<file path="src/rtl/ddr100_phy_pkg.sv">
// Shared types and helpers for the DDR PHY read path.
// Pure declarations: no latency, no flow control.
package ddr100_phy_pkg;

    localparam int RSEL_W  = 12;
    localparam int SAMPLES = 8;

    localparam logic [1:0] ST_IDLE    = 2'd0;
    localparam logic [1:0] ST_COLLECT = 2'd1;
    localparam logic [1:0] ST_DONE    = 2'd2;

    typedef enum logic [1:0] {
        IDLE    = ST_IDLE,
        COLLECT = ST_COLLECT,
        DONE    = ST_DONE
    } rd_state_t;

    // Lowest set bit wins; an all-zero select falls back to phase 0.
    function automatic logic [3:0] rsel_index(input logic [RSEL_W-1:0] r);
        logic [3:0] idx;
        idx = '0;
        for (int i = RSEL_W - 1; i >= 0; i--) begin
            if (r[i]) idx = 4'(i);
        end
        return idx;
    endfunction

    function automatic logic rsel_onehot(input logic [RSEL_W-1:0] r);
        return (r != '0) && ((r & (r - RSEL_W'(1))) == '0);
    endfunction

endpackage

</file>
<file path="src/rtl/ddr100_phy_dq_rdcap_if.sv">
// Byte-lane read-capture bus between the DQS stage / controller and the capture block.
// Plain wires: no latency, no backpressure (the PHY side cannot be stalled).
interface ddr100_phy_dq_rdcap_if
    import ddr100_phy_pkg::*;
#(
    parameter int DQ_WIDTH = 8
);
    logic [SAMPLES*DQ_WIDTH-1:0] p_dq_in;
    logic [RSEL_W-1:0]           rsel;
    logic                        rvalid;
    logic                        burst8;
    logic                        rd_err_clr;
    logic [2*DQ_WIDTH-1:0]       rdata;
    logic                        rdata_valid;
    logic [8*DQ_WIDTH-1:0]       rd_burst;
    logic                        rd_burst_valid;
    logic                        rd_err;

    modport master (
        output p_dq_in, rsel, rvalid, burst8, rd_err_clr,
        input  rdata, rdata_valid, rd_burst, rd_burst_valid, rd_err
    );

    modport slave (
        input  p_dq_in, rsel, rvalid, burst8, rd_err_clr,
        output rdata, rdata_valid, rd_burst, rd_burst_valid, rd_err
    );
endinterface

</file>
<file path="src/rtl/ddr100_phy_dq_bitsel.sv">
// One DQ pin: 32-sample history (MSB oldest) and the 12-phase centre-sample mux.
// History registered once from the IDES8 word; mux is combinational; never stalls.
module ddr100_phy_dq_bitsel
    import ddr100_phy_pkg::*;
#(
    parameter int CTR_B = 10,
    parameter int CTR_A = 14
) (
    input  logic               clk_i,
    input  logic               rst_i,
    input  logic [SAMPLES-1:0] dq_i,
    input  logic [3:0]         sel_i,
    output logic               early_o,
    output logic               late_o
);
    logic [4*SAMPLES-1:0] hist_q;
    logic [4:0]           idx_a;
    logic [4:0]           idx_b;

    // Shifting a whole word in keeps bit 7 (earliest) above bit 0 (latest).
    always_ff @(posedge clk_i) begin
        if (rst_i) begin
            hist_q <= '0;
        end else begin
            hist_q <= {hist_q[3*SAMPLES-1:0], dq_i};
        end
    end

    assign idx_a   = 5'(CTR_A) + {1'b0, sel_i};
    assign idx_b   = 5'(CTR_B) + {1'b0, sel_i};
    assign early_o = hist_q[idx_a];
    assign late_o  = hist_q[idx_b];

endmodule

</file>
<file path="src/rtl/ddr100_phy_dq_rdcap.sv">
// Byte-lane read capture: centre-sample beat pairs (1 cycle), BL4/BL8 burst assembly.
// No backpressure: rdata and rd_burst are pulse-qualified; a gap mid-burst aborts it.
module ddr100_phy_dq_rdcap
    import ddr100_phy_pkg::*;
#(
    parameter int DQ_WIDTH = 8,
    parameter int CTR_B    = 10,
    parameter int CTR_A    = 14
) (
    input logic                   clk100m,
    input logic                   phy_rst,
    ddr100_phy_dq_rdcap_if.slave  bus
);
    localparam int PW = 2 * DQ_WIDTH;
    localparam int BW = 8 * DQ_WIDTH;

    logic [3:0]          sel_idx;
    logic                sel_ok;
    logic [DQ_WIDTH-1:0] beat_early;
    logic [DQ_WIDTH-1:0] beat_late;
    logic [PW-1:0]       pair;

    logic [PW-1:0]       rdata_q;
    logic                rdata_valid_q;
    rd_state_t           state_q;
    logic [1:0]          cnt_q;
    logic                bl8_q;
    logic [BW-1:0]       burst_q;
    logic                burst_vld_q;
    logic                rd_err_q;
    logic                rd_err_d;
    logic                drop;
    logic                err_new;

    assign sel_idx = rsel_index(bus.rsel);
    assign sel_ok  = rsel_onehot(bus.rsel);

    for (genvar j = 0; j < DQ_WIDTH; j++) begin : g_pin
        ddr100_phy_dq_bitsel #(
            .CTR_B (CTR_B),
            .CTR_A (CTR_A)
        ) u_bitsel (
            .clk_i   (clk100m),
            .rst_i   (phy_rst),
            .dq_i    (bus.p_dq_in[SAMPLES*j +: SAMPLES]),
            .sel_i   (sel_idx),
            .early_o (beat_early[j]),
            .late_o  (beat_late[j])
        );
    end

    assign pair = {beat_late, beat_early};

    always_ff @(posedge clk100m) begin
        if (phy_rst) begin
            rdata_q       <= '0;
            rdata_valid_q <= 1'b0;
        end else begin
            rdata_valid_q <= bus.rvalid;
            if (bus.rvalid) rdata_q <= pair;
        end
    end

    // A fresh error outranks a clear landing in the same cycle.
    assign drop     = (state_q == COLLECT) && !bus.rvalid;
    assign err_new  = (bus.rvalid && !sel_ok) || drop;
    assign rd_err_d = err_new | (rd_err_q & ~bus.rd_err_clr);

    always_ff @(posedge clk100m) begin
        if (phy_rst) begin
            rd_err_q <= 1'b0;
        end else begin
            rd_err_q <= rd_err_d;
        end
    end

    always_ff @(posedge clk100m) begin
        if (phy_rst) begin
            state_q     <= IDLE;
            cnt_q       <= '0;
            bl8_q       <= 1'b0;
            burst_q     <= '0;
            burst_vld_q <= 1'b0;
        end else begin
            burst_vld_q <= 1'b0;
            case (state_q)
                COLLECT: begin
                    if (bus.rvalid) begin
                        burst_q[int'(cnt_q)*PW +: PW] <= pair;
                        cnt_q <= cnt_q + 2'd1;
                        if (cnt_q == (bl8_q ? 2'd3 : 2'd1)) begin
                            state_q     <= DONE;
                            burst_vld_q <= 1'b1;
                        end
                    end else begin
                        state_q <= IDLE;
                        cnt_q   <= '0;
                        burst_q <= '0;
                    end
                end
                // IDLE and DONE both accept a new burst start, so back-to-back has no bubble.
                default: begin
                    if (bus.rvalid) begin
                        bl8_q   <= bus.burst8;
                        burst_q <= BW'(pair);
                        cnt_q   <= 2'd1;
                        state_q <= COLLECT;
                    end else begin
                        state_q <= IDLE;
                    end
                end
            endcase
        end
    end

    assign bus.rdata          = rdata_q;
    assign bus.rdata_valid    = rdata_valid_q;
    assign bus.rd_burst       = burst_q;
    assign bus.rd_burst_valid = burst_vld_q;
    assign bus.rd_err         = rd_err_q;

endmodule

</file>
<file path="src/flat_wrapper.sv">
// flat-port wrapper written by rule: the top's interface ports become plain ports
module ddr100_phy_dq_rdcap_flat import ddr100_phy_pkg::*;
#(
    parameter int DQ_WIDTH = 8,
    parameter int CTR_B    = 10,
    parameter int CTR_A    = 14
)
  (clk100m, phy_rst, bus_p_dq_in, bus_rsel, bus_rvalid, bus_burst8, bus_rd_err_clr, bus_rdata, bus_rdata_valid, bus_rd_burst, bus_rd_burst_valid, bus_rd_err);
  ddr100_phy_dq_rdcap_if #(.DQ_WIDTH(DQ_WIDTH)) bus_i ();
  input logic clk100m;
  input logic phy_rst;
  input wire logic [$bits(bus_i.p_dq_in)-1:0] bus_p_dq_in;
  input wire logic [$bits(bus_i.rsel)-1:0] bus_rsel;
  input wire logic [$bits(bus_i.rvalid)-1:0] bus_rvalid;
  input wire logic [$bits(bus_i.burst8)-1:0] bus_burst8;
  input wire logic [$bits(bus_i.rd_err_clr)-1:0] bus_rd_err_clr;
  output wire logic [$bits(bus_i.rdata)-1:0] bus_rdata;
  output wire logic [$bits(bus_i.rdata_valid)-1:0] bus_rdata_valid;
  output wire logic [$bits(bus_i.rd_burst)-1:0] bus_rd_burst;
  output wire logic [$bits(bus_i.rd_burst_valid)-1:0] bus_rd_burst_valid;
  output wire logic [$bits(bus_i.rd_err)-1:0] bus_rd_err;
  assign bus_i.p_dq_in = bus_p_dq_in;
  assign bus_i.rsel = bus_rsel;
  assign bus_i.rvalid = bus_rvalid;
  assign bus_i.burst8 = bus_burst8;
  assign bus_i.rd_err_clr = bus_rd_err_clr;
  assign bus_rdata = bus_i.rdata;
  assign bus_rdata_valid = bus_i.rdata_valid;
  assign bus_rd_burst = bus_i.rd_burst;
  assign bus_rd_burst_valid = bus_i.rd_burst_valid;
  assign bus_rd_err = bus_i.rd_err;
  ddr100_phy_dq_rdcap #(.DQ_WIDTH(DQ_WIDTH), .CTR_B(CTR_B), .CTR_A(CTR_A)) u_core (.clk100m(clk100m), .phy_rst(phy_rst), .bus(bus_i));
endmodule
</file>
<file path="config.mk">
export PLATFORM = sky130hd
export DESIGN_NAME = ddr100_phy_dq_rdcap_flat
export DESIGN_NICKNAME = d
export VERILOG_FILES = /design/src/rtl/ddr100_phy_pkg.sv /design/src/rtl/ddr100_phy_dq_rdcap_if.sv /design/src/rtl/ddr100_phy_dq_bitsel.sv /design/src/rtl/ddr100_phy_dq_rdcap.sv /design/src/flat_wrapper.sv
export SDC_FILE = /design/constraint.sdc
export NUM_CORES = 1
export LEC_CHECK = 0
export ABC_AREA = 1
export CAP_MARGIN = 20
export CORE_MARGIN = 10
export CORE_UTILIZATION = 51
export DETAILED_ROUTE_END_ITERATION = 12
export PLACE_DENSITY = 0.74
export SKIP_LAST_GASP = 1
export SLEW_MARGIN = 15
export SYNTH_ARGS = -nofsm -noshare
export SYNTH_HDL_FRONTEND = slang
export SYNTH_SLANG_ARGS = --single-unit
</file>
<file path="constraint.sdc">
create_clock -name clk100m -period 3.7 [get_ports clk100m]
set_input_delay 0.74 -clock clk100m [delete_from_list [all_inputs] [get_ports clk100m]]
set_output_delay 0.74 -clock clk100m [all_outputs]
set_load 0.02 [all_outputs]
</file>
==> impl_metrics.py <==
metrics = {
    "worst_setup_path": {
        "worst-r2r-cell-count": 7,
        "setup.worst_path.class": "in -> reg",
        "cp_max_fo": 53,
        "arrival_ps": 3670,
        "crit_top_cell": "nand3_1",
        "path_cells": "clkdlybuf4s50_1 > nor2_1 > inv_1 > o21ai_1 > nand2_1 > a21oi_4 > buf_4 > nand3_1 > nand3_1 > nand3_1 > nand3_1 > nand2_1 > o21ai_0 > inv_1",
        "required_ps": 4100,
        "cp_slowest_cell": "buf_4",
        "start_kind": "input pin",
        "end_kind": "flop",
        "cpPeakStageDelay_ps": 580,
    },
    "sta": {
        "slew_viol_final": 0,
        "period_needed_ps": 3270,
        "skew_ps": 14.8,
        "fmax_mhz": 306,
        "relSlewSlack": 0.533,
        "rsz0062_at_grt": "false",
        "finalSetupTns_ps": 0,
        "worst_slew_pin_slew_ps": 699,
        "hold_viol_final": 0,
        "finalCritPeriodShare": 0.883,
        "setup_viol": 0,
    },
    "floorplan": {
        "core_um2": 27100,
        "initial_utilization": 0.521,
        "rows": 60,
        "boundaryPins": 164,
        "die_x_um": 186,
        "die_y_um": 186,
        "dieArea_um2": 34800,
    },
    "cts": {
        "clockBufferDepth": 3,
        "cts-hold-fix-buffers": 0,
        "post_cts_resized": 0,
        "htree_levels": 2,
        "clk_pin_slew_ps": 60,
        "cts_root_buf": "clkbuf_16",
        "cts_setup_buffers": 0,
        "cts-buffers-inserted": 36,
        "insertion_delay_ps": 520,
        "cts_tree": "done",
        "clock_sinks": 344,
    },
    "finish": {
        "fillers": 2423,
        "nNetsFinal": 2183,
        "num_antenna_cells": 0,
        "seq_area_um2": 6890,
        "drive_gt1_frac": 0.0595,
        "area_growth_pct": 22.5,
        "stdcell_area_um2": 17300,
        "multi_input_area_um2": 5560,
    },
    "routing": {
        "firstDrtPassIters": 7,
        "route.detailed.drc": 0,
        "wl_mm": 38.0,
        "antenna_left": 0,
        "first_iter_violations": 1209,
        "vias": 13119,
        "post_drt_wl_per_cell_um": 15.2,
        "via_per_inst": 5.27,
    },
    "min_path": {
        "min_path_cells": 2,
        "hp-class": "reg -> reg",
    },
    "global_routing": {
        "grt_overflow": 0,
        "grt_start_max_net_pins": 107,
        "antenna_found_initial": 0,
        "grt.busiest_layer": "met2",
        "grtUsageMet1": 0.274,
        "gr-usage-met3": 0.0415,
        "first_global_vias": 12125,
        "use_met2": 0.334,
        "grt_pass1_wl_mm": 61.6,
        "grt_usage": 0.208,
    },
    "pwr": {
        "p_sw_frac": 0.259,
        "power_frac_comb": 0.122,
        "power_frac_seq": 0.460,
        "vdd_drop_max_mv": 0.329,
        "p_clk_frac": 0.418,
        "p_sw_w": 0.00219,
        "p_leak_nw": 7.16,
        "power_density_nw_per_um2": 490,
        "p_int_w": 0.00628,
    },
    "logic_synthesis": {
        "yosysWarnings": 0,
        "yosysUniqueCellTypes": 31,
        "netlist_area_um2": 14100,
        "synth_area_per_cell_um2": 7.12,
        "ys_seq_elements": 344,
        "syn_nets": 2073,
        "netlist_instances": 1986,
        "seq_area_frac_synth": 0.487,
    },
    "status": {
        "outcome": "completed",
    },
    "placement": {
        "placed_area_um2": 16100,
        "place_congestion": 0.896,
        "place_hpwl_mm": 24.4,
        "port_buffers": 163,
    },
    "job": {
        "maxCapViolCount": 0,
    },
}
## area by class of cell
type,count,area share
multi-input cells,1203,0.321
inverters,307,0.0667
well taps,372,0.0269
clock buffers,49,0.0614
flip-flops and latches,344,0.398
clock inverters,12,0.00680
repair buffers,204,0.119
## synthesized netlist by cell type
cell,count,area share
inv_2,7,0.0019
nand4_1,32,0.014
a211oi_1,1,0.00053
a21oi_2,2,0.0012
o21ai_1,5,0.0018
ha_1,6,0.0053
buf_6,1,0.00080
a21oi_1,70,0.025
xor2_4,1,0.0019
nor3_1,2,0.00071
nor2_4,2,0.0016
o2bb2ai_1,1,0.00062
o41ai_1,2,0.0012
o21ai_0,20,0.0071
xnor2_1,1,0.00062
dfxtp_1,344,0.49
o2111ai_1,1,0.00062
xnor2_4,1,0.0019
buf_4,6,0.0032
o21a_1,1,0.00053
nor2_2,2,0.00089
clkbuf_1,78,0.021
buf_1,11,0.0029
nor4_1,1,0.00044
nand2_2,5,0.0022
nand3_1,496,0.18
nand2_4,1,0.00080
buf_2,36,0.013
inv_1,300,0.080
nand2_1,243,0.065
nor2_1,307,0.082
## cells by family after synthesis
logic type,synth area share
AND/OR/NAND/NOR,0.343
buffers and inverters,0.122
flip-flops,0.487
AO/OA/AOI/OAI,0.0384
adder cells (fa/ha/maj),0.00531
XOR/XNOR,0.00452
## worst paths after layout
check        slack, ps                               start                                   to
max                430                         bus_rsel[8]                  u_core.bus.rdata[9]
min                410  u_core.g_pin[6].u_bitsel.hist_q[8]  u_core.g_pin[6].u_bitsel.hist_q[16]
max reg2reg       1260                     u_core.cnt_q[0]              u_core.bus.rd_burst[40]
min reg2reg        410  u_core.g_pin[6].u_bitsel.hist_q[8]  u_core.g_pin[6].u_bitsel.hist_q[16]
## state kept, by name, summed over array words and instances, names as in the netlist
signal                        cells
u_core.bl8_q                      1
u_core.bus.rd_burst              64
u_core.bus.rd_burst_valid         1
u_core.bus.rd_err                 1
u_core.bus.rdata                 16
u_core.bus.rdata_valid            1
u_core.cnt_q                      2
u_core.g_pin.u_bitsel.hist_q    256
u_core.state_q                    2
## metrics by stage
stage               total power, W  worst slack (ps)  hold slack (ps)  std cells  utilization
global placement           0.00498              99.9              405       2430        0.595
floorplan                  0.00459               668              403       1986            -
CTS                        0.00852               522              411       2491        0.639
finish                     0.00847               431              408       2491        0.639
global route               0.00879               227              428       2491        0.639
detailed placement         0.00499              54.7              409       2430        0.595
## power groups by stage
stage          sequential (W)  clock [W]  combinational [W]
2_1_floorplan         0.00400          0           0.000591
3_3_place_gp          0.00398          0            0.00100
3_5_place_dp          0.00398          0            0.00102
4_1_cts               0.00390    0.00360            0.00102
5_1_grt               0.00391    0.00375            0.00113
6_report              0.00390    0.00354            0.00103
## critical path: cells and delay by family
family | cells | cell delay, ps
compound gates | 3 | 640
simple gates | 7 | 1080
buf+inv | 4 | 1170
## per-layer routing
metal	vias to the layer above	part of all wire
li1	6481	-
met1	6048	0.45
met2	506	0.46
met3	84	0.070
met4	0	0.025
met5	-	0
## cells in the final DEF, fill, tap and decap left out, types with 2 or more instances in the layout
cell type | Yosys | final
clkdlybuf4s50_1 | 0 | 162
clkbuf_8 | 0 | 7
nand2_2 | 5 | 5
ha_1 | 6 | 5
o21ai_1 | 5 | 5
nor2_2 | 2 | 2
nand2_1 | 243 | 241
a21oi_1 | 70 | 70
inv_1 | 300 | 299
buf_4 | 6 | 32
clkinvlp_4 | 0 | 4
clkinv_2 | 0 | 3
nand2_4 | 1 | 3
clkbuf_16 | 0 | 38
buf_12 | 0 | 9
o21ai_0 | 20 | 20
nand3_1 | 496 | 496
clkinv_4 | 0 | 2
nor2_4 | 2 | 2
clkbuf_1 | 78 | 4
dfxtp_1 | 344 | 344
nand4_1 | 32 | 32
nor2_1 | 307 | 307
nor3_1 | 2 | 2
inv_2 | 7 | 7
(Power assumes the default switching activity.)
==> patch 1 (same flow settings) <==
Reset style: asynchronous (`phy_rst` and `rst_i`), changed in 4 clocked blocks.
--- a/src/rtl/ddr100_phy_dq_bitsel.sv
+++ b/src/rtl/ddr100_phy_dq_bitsel.sv
@@ -20,3 +20,3 @@
     // Shifting a whole word in keeps bit 7 (earliest) above bit 0 (latest).
-    always_ff @(posedge clk_i) begin
+    always_ff @(posedge clk_i or posedge rst_i) begin
         if (rst_i) begin
--- a/src/rtl/ddr100_phy_dq_rdcap.sv
+++ b/src/rtl/ddr100_phy_dq_rdcap.sv
@@ -53,3 +53,3 @@
 
-    always_ff @(posedge clk100m) begin
+    always_ff @(posedge clk100m or posedge phy_rst) begin
         if (phy_rst) begin
@@ -68,3 +68,3 @@
 
-    always_ff @(posedge clk100m) begin
+    always_ff @(posedge clk100m or posedge phy_rst) begin
         if (phy_rst) begin
@@ -76,3 +76,3 @@
 
-    always_ff @(posedge clk100m) begin
+    always_ff @(posedge clk100m or posedge phy_rst) begin
         if (phy_rst) begin
Check against the original RTL: differs if phy_rst is asserted again (counterexample within 4 cycles, from zero or initial values and one cycle with phy_rst high); with phy_rst held inactive, the same outputs for 4 cycles.
==> patch 1 against the original RTL <==
  * Worst setup slack better by 0.23 ns
  * Count of clock-buffer cells in the layout increased by 1
  * Clock skew grew 0.012 ns
  * Synthesized area is 1.9% lower
  * Wire length rose by 2.7%
  * Register-to-register slack improved by 0.07 ns
  * Sequential cell count unchanged
  * Power rose by 14%
  * Highest routed layer unchanged
  * Critical path depth rose by 5
  * Critical endpoint is now u_core.bus.rd_burst[43]
  * Cell area shrank 1.6%
==> patch 1: results (changes against the original RTL) <==
initial drt markers=1479 (+22%); Area after DPL=15800 µm² (-2.1%); Vias/cell=5.85 (+11%); ys async rst share=100% (+100 points); gr usage total=23.0% (+2.2 points); complex-gate fraction of the synthesized area=2.35% (-1.5 points); first-pass GRT wire length=62200 µm (+0.98%); wire length per cell=20.4 µm (+34%); largest net degree at the start of global routing=132 (+23%); Leak Pwr=7.78 nW (+8.6%); Pre-antenna DRT Iters=6 (-1); Worst Skew=0.0269 ns (+0.0121 ns); vias in the first global route=11057 (-8.8%); Worst Tran Pin Value=0.811 ns (+0.112 ns); Post-Synth Adder-Cell Area=0.632% (+0.10 points); Post-Synth XOR/XNOR Area=0.397% (-0.054 points); CP arrival=3.47 ns (-0.20 ns); Final Net Count=1634 (-25%); worst-path fanout max=50 (-5.7%); synth top area cells=dfrtp_1 62%, nand3_1 18%, nand2_1 7.3%; Worst R2R Path Depth=8 (+1); Sw Share=28.5% (+2.6 points); ys flop type=dfrtp_1; outcome=completed; Place WS=0.206 ns (+0.151 ns)
patch 1: cell types whose count changed after synthesis, moves of 8 or more:
| cell | before | now |
|---|---|---|
| inv_1 | 300 | 41 |
| a21oi_1 | 70 | 2 |
| dfxtp_1 | 344 | 0 |
| buf_2 | 36 | 23 |
| o21ai_1 | 5 | 13 |
| a31oi_1 | 0 | 17 |
| clkbuf_1 | 78 | 32 |
| buf_6 | 1 | 27 |
| o21ai_0 | 20 | 12 |
| dfrtp_1 | 0 | 344 |
| nand2_1 | 243 | 271 |
| nor2_1 | 307 | 33 |
patch 1: layer usage:
layer,vias up,share of wire (%),track usage [%]
li1,5060,-,-
met1,5481,41,30.9
met2,583,46,35.5
met3,75,9.9,5.80
met4,0,3.4,8.19
met5,-,0,0
patch 1: power groups by stage:
| stage | Sequential [mW] | Clock, mW | Combinational, mW |
|---|---|---|---|
| detailed placement | 4.27 | 0 | 1.71 |
| global placement | 4.26 | 0 | 1.69 |
| global route | 4.23 | 3.94 | 1.88 |
| CTS | 4.20 | 3.76 | 1.72 |
| finish | 4.20 | 3.73 | 1.73 |
| floorplan | 4.34 | 0 | 0.918 |
patch 1: path summary, 6_finish.rpt:
kind | from | end | slack (ns)
setup / recovery | bus_rsel[7] | u_core.bus.rd_burst[43] | 0.66
hold / removal | u_core.g_pin[4].u_bitsel.hist_q[12] | u_core.g_pin[4].u_bitsel.hist_q[20] | 0.37
setup reg to reg | u_core.cnt_q[0] | u_core.bus.rd_burst[14] | 1.33
hold reg to reg | u_core.g_pin[4].u_bitsel.hist_q[12] | u_core.g_pin[4].u_bitsel.hist_q[20] | 0.37
max in group asynchronous | phy_rst | u_core.bus.rd_burst[56] | 2.31
min in group asynchronous | phy_rst | u_core.g_pin[1].u_bitsel.hist_q[6] | 0.76
patch 1: cells by family after synthesis:
logic type	count (synthesis)
flops	344
buf+inv	142
fa+ha+maj	7
compound gates	53
xor+xnor	2
simple gates	851
patch 1: worst max-delay path: stages:
cell	delay [ns]
clkdlybuf4s50_1	0.55
inv_2	0.05
a21oi_2	0.10
nand2_1	0.06
nand2_1	0.05
nand2_1	0.05
nand2_1	0.07
nand2_2	0.06
nand2_4	0.15
buf_12	0.19
buf_12	0.24
nand3_1	0.10
nand3_1	0.14
nand3_1	0.08
nand3_1	0.10
nand3_1	0.24
nand2_2	0.21
nand3_1	0.09
o21ai_0	0.12
patch 1: final cells by class:
type / count / area (µm²)
Clock buffer: 50 / 1060
Clock inverter: 14 / 188
Fill cell: 2180 / 9840
Inverter: 48 / 185
Multi-Input combinational cell: 913 / 4450
Sequential cell: 344 / 8610
Tap cell: 341 / 427
Timing Repair Buffer: 203 / 2120
==> patch 2 (config.mk and constraints unchanged) <==
Without the edit above. The package constant `RSEL_W` goes from 12 to 10.
--- a/src/rtl/ddr100_phy_pkg.sv
+++ b/src/rtl/ddr100_phy_pkg.sv
@@ -4,3 +4,3 @@
 
-    localparam int RSEL_W  = 12;
+    localparam int RSEL_W  = 10;
     localparam int SAMPLES = 8;
Interface: changed (resized bus_rsel); port bits go from 164 to 162. The function was not compared with the original's and may differ.
==> patch 2 against the original RTL <==
  * Sequential cell count is the same
  * Critical endpoint is now u_core.bus.rdata[6]
  * Critical path type unchanged
  * Clock skew decreased by 0.0011 ns
  * Cell area is 0.62% lower
  * Power decreased by 0.30%
  * Wire length fell by 1.2%
  * Highest routed layer unchanged
  * Synthesized area increased by 0.50%
  * Largest cell class unchanged
  * Worst setup slack better by 0.15 ns
  * Via count down 2.0%
==> patch 2: results (changes against the original RTL) <==
syn_nets=2059 (-0.68%); fin. max-slew vios=0 (unchanged); Fillers=2497 (+3.1%); Worst Skew=0.0136 ns (-0.00115 ns); Mapped Cells=1974 (-0.60%); first-pass GRT wire length=62100 µm (+0.89%); largest net degree at the start of global routing=103 (-3.7%); Post-DP HPWL=24300 µm (-0.60%); Post-synth top cells=496 x nand3_1, 344 x dfxtp_1, 304 x nor2_1, 301 x inv_1, 230 x nand2_1; Routed Wire Length=37500 µm (-1.2%); Leak Pwr=7.10 nW (-0.80%); WHS Endpoint=u_core.g_pin[7].u_bitsel.hist_q[16]; min-delay src=u_core.g_pin[7].u_bitsel.hist_q[8]; Worst path max stage delay=0.44 ns (-0.14 ns); setup slack on the worst flop-to-flop path=1.61 ns (+0.35 ns); worst-path fanout max=16 (-70%); outcome=completed; hold_ws=0.414 ns (+0.00614 ns); Area after DPL=16000 µm² (-0.67%); Worst R2R Path Depth=6 (-1); Place WS=0.152 ns (+0.0972 ns); Vias/cell=5.19 (-1.4%); initial drt markers=1289 (+6.6%); VDD IR max=0.272 mV (-17%); Pre-antenna DRT Iters=6 (-1); vias in the first global route=12003 (-1.0%); I/O Buffers=161 (-1.2%); Post-Layout Cell Count=2476 (-0.60%); worst r2r src=u_core.cnt_q[1]; share of layout cells above drive strength 1=5.72% (-0.23 points); capturing point of the worst reg2reg path=u_core.bus.rd_burst[25]; Final Net Count=2160 (-1.1%); synth unique cells=33 (+6.5%)
[patch 2: changes by cell type after synthesis, moves of 3 or more]
cell	delta
buf_4	-4
nor2_1	-3
buf_1	-5
buf_6	+13
nand2_2	+10
nand2_1	-13
clkbuf_1	-4
[patch 2: report_power, final]
| part | total (mW) | switching, mW | internal [mW] |
|---|---|---|---|
| clock | 3.53 | 1.39 | 2.14 |
| sequential | 3.90 | 0.0657 | 3.83 |
| combinational | 1.02 | 0.667 | 0.353 |
| total | 8.45 | 2.12 | 6.32 |
[patch 2: worst max-delay path by stage]
stage / from / end / slack, ns / cells after the start
2_1_floorplan: bus_rsel[7] / u_core.bus.rd_burst[28] / 0.87 / 15
3_3_place_gp: bus_rsel[3] / u_core.bus.rd_burst[62] / 0.23 / 15
3_5_place_dp: bus_rsel[3] / u_core.bus.rd_burst[62] / 0.15 / 15
4_1_cts: bus_rsel[3] / u_core.bus.rdata[6] / 0.66 / 15
5_1_grt: bus_rsel[3] / u_core.bus.rdata[6] / 0.39 / 15
6_report: bus_rsel[3] / u_core.bus.rdata[6] / 0.58 / 15
[patch 2: logic make-up after synthesis]
family	share of synthesized area, %
AOI/OAI and AO/OA	3.58
xor gates and xnor gates	0.449
adders and majority gates	0.599
buffers and inverters	12.8
DFF	48.5
and+or+nand+nor	34.1
[patch 2: final cells by class]
class                      count  area, µm²  share of cell area (%)
clock buffer                  58       1120                    6.54
clock inverter                 3       40.0                   0.233
inverter                     306       1150                    6.69
multi-input combinational   1192       5530                    32.2
sequential                   344       6890                    40.0
tap                          378        473                    2.75
timing repair buffer         195       1990                    11.6
[patch 2: metal layers]
layer,track usage (%),routed length [µm],vias to the layer above
met4,5.55,762,0
met2,33.4,17000,570
met3,4.38,3010,68
met1,28.2,16800,5802
met5,0,0,-
li1,-,-,6412
